$ cat src/rtl/crc_check_if.sv
// Codeword handshake and result bus for the CRC checker.
// The master drives a codeword plus generator polynomial; the slave returns status and the registered result.
interface crc_check_if #(
  parameter int unsigned WCODE = 4,
  parameter int unsigned WPOLY = 4
);

  logic                      i_valid;
  logic [WCODE+WPOLY-2:0]    i_code;
  logic [WPOLY-1:0]          i_poly;
  logic                      o_ready;
  logic                      o_busy;
  logic                      o_done;
  logic [WPOLY-2:0]          o_syndrome;
  logic                      o_err;
  logic [WCODE-1:0]          o_data;

  modport master (
    output i_valid,
    output i_code,
    output i_poly,
    input  o_ready,
    input  o_busy,
    input  o_done,
    input  o_syndrome,
    input  o_err,
    input  o_data
  );

  modport slave (
    input  i_valid,
    input  i_code,
    input  i_poly,
    output o_ready,
    output o_busy,
    output o_done,
    output o_syndrome,
    output o_err,
    output o_data
  );

endinterface

$ cat src/rtl/crc_check.sv
// Serial CRC checker: long division of the received codeword by i_poly, one data bit per cycle.
// The remainder is the syndrome; any nonzero bit flags an error.
module crc_check #(
  parameter int unsigned WCODE = 4,
  parameter int unsigned WPOLY = 4
) (
  input  logic       i_clk,
  input  logic       i_rst,
  crc_check_if.slave bus
);

  localparam int unsigned LEN  = WCODE + WPOLY - 1;
  localparam int unsigned WSYN = WPOLY - 1;
  localparam int unsigned WCNT = (LEN > 1) ? $clog2(LEN) : 1;

  typedef enum logic [1:0] {
    ST_IDLE,
    ST_SHIFT,
    ST_DONE
  } state_e;

  state_e            state_q, state_d;
  logic [LEN-1:0]    work_q,  work_d;
  logic [WPOLY-1:0]  poly_q,  poly_d;
  logic [WCNT-1:0]   cnt_q,   cnt_d;
  logic [WCODE-1:0]  hold_q,  hold_d;
  logic [WSYN-1:0]   syn_q,   syn_d;
  logic              err_q,   err_d;
  logic [WCODE-1:0]  data_q,  data_d;

  logic              accept_c;
  logic [WCNT-1:0]   tap_c;
  logic [LEN-1:0]    step_c;

  // One division step: the tested bit is the leading bit of the current window.
  always_comb begin
    tap_c  = cnt_q + WCNT'(WPOLY - 1);
    step_c = work_q;
    if (work_q[tap_c]) begin
      step_c = work_q ^ (LEN'(poly_q) << cnt_q);
    end
  end

  assign accept_c = (state_q == ST_IDLE) && bus.i_valid;

  always_comb begin
    state_d = state_q;
    work_d  = work_q;
    poly_d  = poly_q;
    cnt_d   = cnt_q;
    hold_d  = hold_q;
    syn_d   = syn_q;
    err_d   = err_q;
    data_d  = data_q;

    unique case (state_q)
      ST_IDLE: begin
        if (accept_c) begin
          work_d  = bus.i_code;
          poly_d  = bus.i_poly;
          hold_d  = bus.i_code[LEN-1:WSYN];
          cnt_d   = WCNT'(WCODE - 1);
          state_d = ST_SHIFT;
        end
      end
      ST_SHIFT: begin
        work_d = step_c;
        if (cnt_q == '0) begin
          syn_d   = step_c[WSYN-1:0];
          err_d   = |step_c[WSYN-1:0];
          data_d  = hold_q;
          state_d = ST_DONE;
        end else begin
          cnt_d = cnt_q - WCNT'(1);
        end
      end
      ST_DONE: begin
        state_d = ST_IDLE;
      end
      default: begin
        state_d = ST_IDLE;
      end
    endcase
  end

  // Reset also clears results, so an aborted check leaves a zero syndrome.
  always_ff @(posedge i_clk) begin
    if (i_rst) begin
      state_q <= ST_IDLE;
      work_q  <= '0;
      poly_q  <= '0;
      cnt_q   <= '0;
      hold_q  <= '0;
      syn_q   <= '0;
      err_q   <= 1'b0;
      data_q  <= '0;
    end else begin
      state_q <= state_d;
      work_q  <= work_d;
      poly_q  <= poly_d;
      cnt_q   <= cnt_d;
      hold_q  <= hold_d;
      syn_q   <= syn_d;
      err_q   <= err_d;
      data_q  <= data_d;
    end
  end

  // Status is a direct decode of the registered state; ready also drops while reset is asserted.
  assign bus.o_ready    = (state_q == ST_IDLE) && !i_rst;
  assign bus.o_busy     = (state_q == ST_SHIFT);
  assign bus.o_done     = (state_q == ST_DONE);
  assign bus.o_syndrome = syn_q;
  assign bus.o_err      = err_q;
  assign bus.o_data     = data_q;

endmodule

$ cat src/flat_wrapper.sv
// flat-port wrapper written by rule: the top's interface ports become plain ports
module crc_check_flat 
#(
  parameter int unsigned WCODE = 4,
  parameter int unsigned WPOLY = 4
)
  (i_clk, i_rst, bus_i_valid, bus_i_code, bus_i_poly, bus_o_ready, bus_o_busy, bus_o_done, bus_o_syndrome, bus_o_err, bus_o_data);
  crc_check_if #(.WCODE(WCODE), .WPOLY(WPOLY)) bus_i ();
  input  logic i_clk;
  input  logic i_rst;
  input wire logic [$bits(bus_i.i_valid)-1:0] bus_i_valid;
  input wire logic [$bits(bus_i.i_code)-1:0] bus_i_code;
  input wire logic [$bits(bus_i.i_poly)-1:0] bus_i_poly;
  output wire logic [$bits(bus_i.o_ready)-1:0] bus_o_ready;
  output wire logic [$bits(bus_i.o_busy)-1:0] bus_o_busy;
  output wire logic [$bits(bus_i.o_done)-1:0] bus_o_done;
  output wire logic [$bits(bus_i.o_syndrome)-1:0] bus_o_syndrome;
  output wire logic [$bits(bus_i.o_err)-1:0] bus_o_err;
  output wire logic [$bits(bus_i.o_data)-1:0] bus_o_data;
  assign bus_i.i_valid = bus_i_valid;
  assign bus_i.i_code = bus_i_code;
  assign bus_i.i_poly = bus_i_poly;
  assign bus_o_ready = bus_i.o_ready;
  assign bus_o_busy = bus_i.o_busy;
  assign bus_o_done = bus_i.o_done;
  assign bus_o_syndrome = bus_i.o_syndrome;
  assign bus_o_err = bus_i.o_err;
  assign bus_o_data = bus_i.o_data;
  crc_check #(.WCODE(WCODE), .WPOLY(WPOLY)) u_core (.i_clk(i_clk), .i_rst(i_rst), .bus(bus_i));
endmodule
$ cat config.mk
export PLATFORM = sky130hd
export DESIGN_NAME = crc_check_flat
export DESIGN_NICKNAME = d
export VERILOG_FILES = /design/src/rtl/crc_check_if.sv /design/src/rtl/crc_check.sv /design/src/flat_wrapper.sv
export SDC_FILE = /design/constraint.sdc
export NUM_CORES = 1
export LEC_CHECK = 0
export CAP_MARGIN = 20
export CELL_PAD_IN_SITES_DETAIL_PLACEMENT = 0
export CELL_PAD_IN_SITES_GLOBAL_PLACEMENT = 1
export CORE_UTILIZATION = 25
export CTS_CLUSTER_DIAMETER = 100
export DETAILED_ROUTE_END_ITERATION = 12
export GPL_TIMING_DRIVEN = 0
export PLACE_DENSITY_LB_ADDON = 0.1
export SLEW_MARGIN = 5
export SYNTH_ARGS = -nofsm -noshare
export SYNTH_HDL_FRONTEND = slang
export SYNTH_SLANG_ARGS = --single-unit
$ cat constraint.sdc
create_clock -name i_clk -period 2.6 [get_ports i_clk]
set_clock_uncertainty 0.05 [all_clocks]
set_input_delay 0.78 -clock i_clk [delete_from_list [all_inputs] [get_ports i_clk]]
set_output_delay 0.78 -clock i_clk [all_outputs]
set_load 0.03 [all_outputs]
==> reports/metrics.yaml, run 1 <==
global_route:
  antenna_found_initial: 0
  grt_usage: 0.147
  grt.busiest_layer: "met2"
  grt_pass1_wl_um: 6840
  gr-usage-met2: 0.250
  grt_start_max_net_pins: 17
  grt_overflow: 0
  grt_pass1_vias: 1375
  use_met3: 0.0247
  grt_use_met1: 0.188
power:
  powerDensity_nw_per_um2: 624
  leakagePower_nw: 0.650
  ir_drop_v: 0.000325
worst_setup_path:
  required_ns: 1.77
  worst_setup_path_start_kind: "input port"
  critPathBufInv: 2
  cpMaxStageDelayCell: "dlygate4sd2_1"
  startpoint: "i_rst"
  worstRegToRegCells: 9
  cp_num_cells: 3
  critPathTopFamily: "buffers and inverters"
  arrival_ns: 1.64
  cp_max_fo: 10
  criticalPathCategory: "in2out"
  rr_startpoint: "u_core.cnt_q[0]"
  cp-end-kind: "output port"
  critPathMaxStageDelay_ns: 0.42
  worstPathCellList: "clkbuf_1 -> nor3_1 -> dlygate4sd2_1"
job:
  maxCapViolCount: 0
synth:
  synth_common_cells: "nand2_1, dfxtp_1, a21oi_1, nor2_1, mux2i_1"
  syn_nets: 191
  ys_ff_latch: 28
  yosysWarningCount: 0
  synth_edf_count: 0
  synth_top_area_frac: 0.391
  synthFlopType: "dfxtp_1"
  async_flop_share: 0
  synth_area_um2: 1430
  yosysMostFrequentCell: "nand2_1"
  yosysUniqueCellTypes: 35
  yosysTopAreaCell: "dfxtp_1"
  synth_area_leaders: "dfxtp_1, nand2_1, a21oi_1, mux2i_1, nor2_1"
  syn-instance-count: 175
  ys_seq_area_frac: 0.391
  syn_area_per_cell_um2: 8.19
floorplan:
  die_y_um: 77.7
  io_pins: 25
  die_w_um: 77.7
  dieArea_um2: 6040
  start_util: 0.260
  rows: 27
  fp.coreArea_um2: 5510
cells_and_area:
  diodes: 0
  ff_latch_area_um2: 561
  final_cells: 274
  area_delta_synth_final_pct: 34.7
  drive_gt1_frac: 0.129
  final_util: 0.350
  multi_input_area_um2: 910
  n_fill_cell: 587
  final_nets: 219
clocking:
  clock-sinks: 28
  htree_levels: 1
  clkTransAtPathRegs_ns: 0.10
  cts.path.max_buffers: 2
  clk_latency_ns: 0.28
  cts_root_buffer: "clkbuf_8"
  hold_buffers: 0
  tritoncts: "built"
  cts_buffers: 3
timing:
  fin_crit_sh: 0.951
  hold_ws_ns: 0.415
  setup_viol: 0
  min_period_ns: 2.47
  tns_ns: 0
  worstMarginPinSlew_ns: 0.557
  fmax_ghz: 0.405
  slew_headroom: 0.629
  hold_viol: 0
  rsz0062_at_grt: "false"
  slew_violations: 0
hold_path:
  worstHoldStart: "u_core.hold_q[2]"
  min_path_cells: 2
  hold_path.class: "reg2reg"
drt:
  avgViaCountPerCell: 5.03
  postRouteAntennaNets: 0
  dr.pass1.iters: 4
  wl_um: 4180
  wl_per_cell_um: 15.2
  drtIter0Drc: 43
  vias: 1379
  drc: 0
placed_design:
  port_buffers: 23
  gp_congestion: 0.792
  dp_hpwl_um: 3140
  dp.cells: 270
run_status:
  status: "complete, no violations"
[worst reg2reg max path: stages, from the launching register on]
cell and delay [ns]:
dfxtp_1 0.31, buf_2 0.18, buf_6 0.16, inv_2 0.09
ha_4 0.19, mux4_2 0.54, mux2i_4 0.32, o31a_1 0.22
nor2_2 0.07, a311oi_1 0.26
[through the flow]
stage / setup slack [ns] / total power [W] / instance area, um^2
after global routing: 0.0133 / 0.00127 / 1930
after detailed placement: -0.187 / 0.000815 / 1750
final: 0.128 / 0.00120 / 1930
after global placement: -0.168 / 0.000810 / 1750
after floorplan: 0.147 / 0.000714 / 1430
after CTS: 0.00586 / 0.00119 / 1860
[timing repair]
| action | 4_1_cts | 5_1_grt |
|---|---|---|
| endpoints found under the setup margin | 9 | 11 |
| setup buffers | 0 | 1 |
| gates cloned | 0 | 0 |
| gates resized for setup | 8 | 13 |
| pin swaps | 0 | 2 |
[path summary, 6_finish.rpt]
path                                          to  slack [ns]
worst min-delay path            u_core.hold_q[2]        0.42
worst max register to register  u_core.bus.o_err        0.13
worst min register to register  u_core.hold_q[2]        0.42
worst max-delay path                 bus_o_ready        0.13
[state kept, by name, indices dropped and copies added, names as in the netlist]
name / flops
u_core.hold_q: 4
u_core.work_q: 7
u_core.cnt_q: 3
u_core.poly_q: 4
u_core.bus.o_syndrome: 3
u_core.bus.o_err: 1
u_core.bus.o_data: 4
u_core.state_q: 2
[logic make-up after synthesis]
kind of cell,after synthesis,share of synthesized area
AO/OA/AOI/OAI,52,0.235
buffers and inverters,15,0.0419
adder cells (fa/ha/maj),2,0.0175
AND/OR/NAND/NOR,64,0.196
XOR/XNOR,1,0.00611
multiplexers,13,0.113
flip-flops,28,0.391
[power breakdown]
group	total [W]	internal (W)	leakage, nW	switching, W
Clock	0.000354	0.000206	0.0357	0.000147
Sequential	0.000494	0.000462	0.229	0.0000316
Combinational	0.000356	0.000153	0.385	0.000203
[cell usage in the layout, fill, tap and decap left out, types with 3 or more instances in the layout]
| master | n |
|---|---|
| clkbuf_1 | 6 |
| o21ai_0 | 3 |
| clkbuf_8 | 3 |
| mux2i_1 | 7 |
| clkdlybuf4s50_1 | 21 |
| a211oi_1 | 4 |
| a21oi_1 | 23 |
| a31oi_1 | 4 |
| a21o_1 | 3 |
| nor3_1 | 6 |
| a22oi_1 | 3 |
| inv_1 | 3 |
| nand2_1 | 32 |
| nor2_1 | 12 |
| o31a_1 | 3 |
| dfxtp_1 | 28 |
[layout make-up]
type,instances,share of cell area
clock buffer,3,0.0214
inverter,4,0.00778
clock inverter,1,0.0156
tap,72,0.0467
buffer,10,0.0246
sequential,28,0.291
multi-input combinational,132,0.471
timing repair buffer,24,0.122
[metal layers]
| layer | part of all wire | wire [um] |
|---|---|---|
| met1 | 0.47 | 1960 |
| met2 | 0.49 | 2040 |
| met3 | 0.034 | 140 |
| met4 | 0.0086 | 36 |
| met5 | 0 | 0 |
Note: power is estimated with default switching activity, not from simulation.
==> run 2, diff against run 1 <==
CTS_BUF_LIST = sky130_fd_sc_hd__clkbuf_16   (was default)
GPL_ROUTABILITY_DRIVEN = 0   (was default)
==> run 2 against run 1 <==
Effect of this change:
- design area increased by 0.91%
- die area is the same
- core utilization grew 0.32 points
- count of clock-buffer cells in the layout stayed put
- fmax decreased by 2.4%
- global-route usage decreased by 0.075 points
- flip-flop and latch count is the same
- sequential power is essentially flat
- sequential share of layout area down 0.26 points
- critical path type is now reg2reg
- largest cell class unchanged
- largest power group unchanged
==> reports/metrics.yaml, run 2 (synthesis results as in run 1) <==
floorplan:
  die_y_um: 77.7
  die_w_um: 77.7
  fp.coreArea_um2: 5510
  rows: 27
  start_util: 0.260
  io_pins: 25
  dieArea_um2: 6040
timing:
  worstMarginPinSlew_ns: 0.542
  hold_ws_ns: 0.408
  rsz0062_at_grt: "true"
  setup_viol: 0
  fmax_ghz: 0.395
  min_period_ns: 2.53
  slew_headroom: 0.639
  tns_ns: 0
  slew_violations: 0
  hold_viol: 0
  fin_crit_sh: 0.974
worst_setup_path:
  cp_max_fo: 10
  required_ns: 2.72
  criticalPathCategory: "reg2reg"
  cp-end-kind: "flip-flop"
  rr_startpoint: "u_core.cnt_q[0]"
  startpoint: "u_core.cnt_q[0]"
  critPathMaxStageDelay_ns: 0.54
  arrival_ns: 2.66
  worst_setup_path_start_kind: "flip-flop"
  cpMaxStageDelayCell: "mux4_2"
  worstPathCellList: "buf_2 -> buf_4 -> inv_1 -> ha_4 -> mux4_2 -> mux2i_4 -> o31a_1 -> nor2_1 -> a311oi_1"
job:
  maxCapViolCount: 0
power:
  powerDensity_nw_per_um2: 673
  p_total_w: 0.00131
  ir_drop_v: 0.000265
  leakagePower_nw: 0.675
run_status:
  status: "complete, no violations"
cells_and_area:
  layout_common_cells: "nand2_1, dfxtp_1, a21oi_1"
  n_fill_cell: 582
  area_delta_synth_final_pct: 35.9
  diodes: 0
  drive_gt1_frac: 0.114
  largest_register_ffs: 7
  regMostFlops: "u_core.work_q"
  final_common_cell: "nand2_1"
  final_cells: 274
  final_nets: 219
clocking:
  tritoncts: "built"
  clock-sinks: 28
  cts_buffers: 3
  cts_root_buffer: "clkbuf_16"
  clkTransAtPathRegs_ns: 0.07
  htree_levels: 1
  clk_latency_ns: 0.26
  cts.path.max_buffers: 2
drt:
  dr.pass1.iters: 4
  wl_um: 4130
  vias: 1389
  drtIter0Drc: 39
  drc: 0
  avgViaCountPerCell: 5.07
  postRouteAntennaNets: 0
  wl_per_cell_um: 15.1
placed_design:
  dp_hpwl_um: 3140
  dp.cells: 270
  port_buffers: 23
global_route:
  grt_pass1_vias: 1364
  antenna_found_initial: 0
  grt_overflow: 0
  grt_start_max_net_pins: 17
  grt_usage: 0.146
  grt_pass1_wl_um: 6820
hold_path:
  worstHoldStart: "u_core.hold_q[2]"
  hold_path.class: "reg2reg"
-- run 2: changes by cell type in the layout (fill, tap and decap cells not counted), sizes merged --
cell | before | now
dlygate4sd2 | 2 | 1
dlymetal6s2s | 0 | 1
-- run 2: final timing paths --
kind / endpoint / cells past startpoint / slack, ns
hold reg to reg: u_core.hold_q[2] / 2 / 0.41
hold / removal: u_core.hold_q[2] / 2 / 0.41
setup / recovery: u_core.bus.o_err / 9 / 0.07
setup reg to reg: u_core.bus.o_err / 9 / 0.07
-- run 2: metal layers --
metal | vias to the layer above | part of all wire | track usage
met3 | 9 | 0.048 | 0.0294
met4 | 0 | 0.018 | 0.0358
met1 | 667 | 0.45 | 0.187
met2 | 33 | 0.48 | 0.250
li1 | 680 | - | -
met5 | - | 0 | 0
-- run 2: where the power goes --
group / leakage, nW / switching [W] / total (W) / internal (W)
Sequential: 0.229 / 0.0000308 / 0.000493 / 0.000462
Clock: 0.0511 / 0.000160 / 0.000467 / 0.000307
Combinational: 0.394 / 0.000199 / 0.000349 / 0.000151
-- run 2: cell type report --
type                            count  area, um^2  share of cell area
Clock inverter                      1        30.0              0.0154
Sequential cell                    28         561               0.288
Inverter                            4        15.0             0.00771
Buffer                             10        43.8              0.0225
Clock buffer                        3        75.1              0.0386
Timing Repair Buffer               24         239               0.123
Tap cell                           72        90.1              0.0463
Multi-Input combinational cell    132         893               0.459
-- run 2: metrics by stage --
step	setup WS, ns	instance area, um^2	util
final	0.0668	1950	0.354
after CTS	0.0101	1890	0.344
after detailed placement	-0.187	1750	0.318
after floorplan	0.147	1430	-
after global routing	-0.0615	1950	0.354
after global placement	-0.168	1750	0.318
-- run 2: worst max-delay path: cells and delay by family, from the launching register on --
family | cells | cell delay, ns
multiplexers | 2 | 0.84
buffers and inverters | 3 | 0.50
AO/OA/AOI/OAI | 2 | 0.47
flip-flops | 1 | 0.30
adder cells (fa/ha/maj) | 1 | 0.21
AND/OR/NAND/NOR | 1 | 0.07
-- run 2: what timing repair did --
| item | in CTS | in global routing |
|---|---|---|
| hold buffers | 0 | 0 |
| pin swaps | 0 | 2 |
| resized for setup | 7 | 9 |
| buffers inserted | 0 | 1 |
| endpoints found under the setup margin | 8 | 12 |
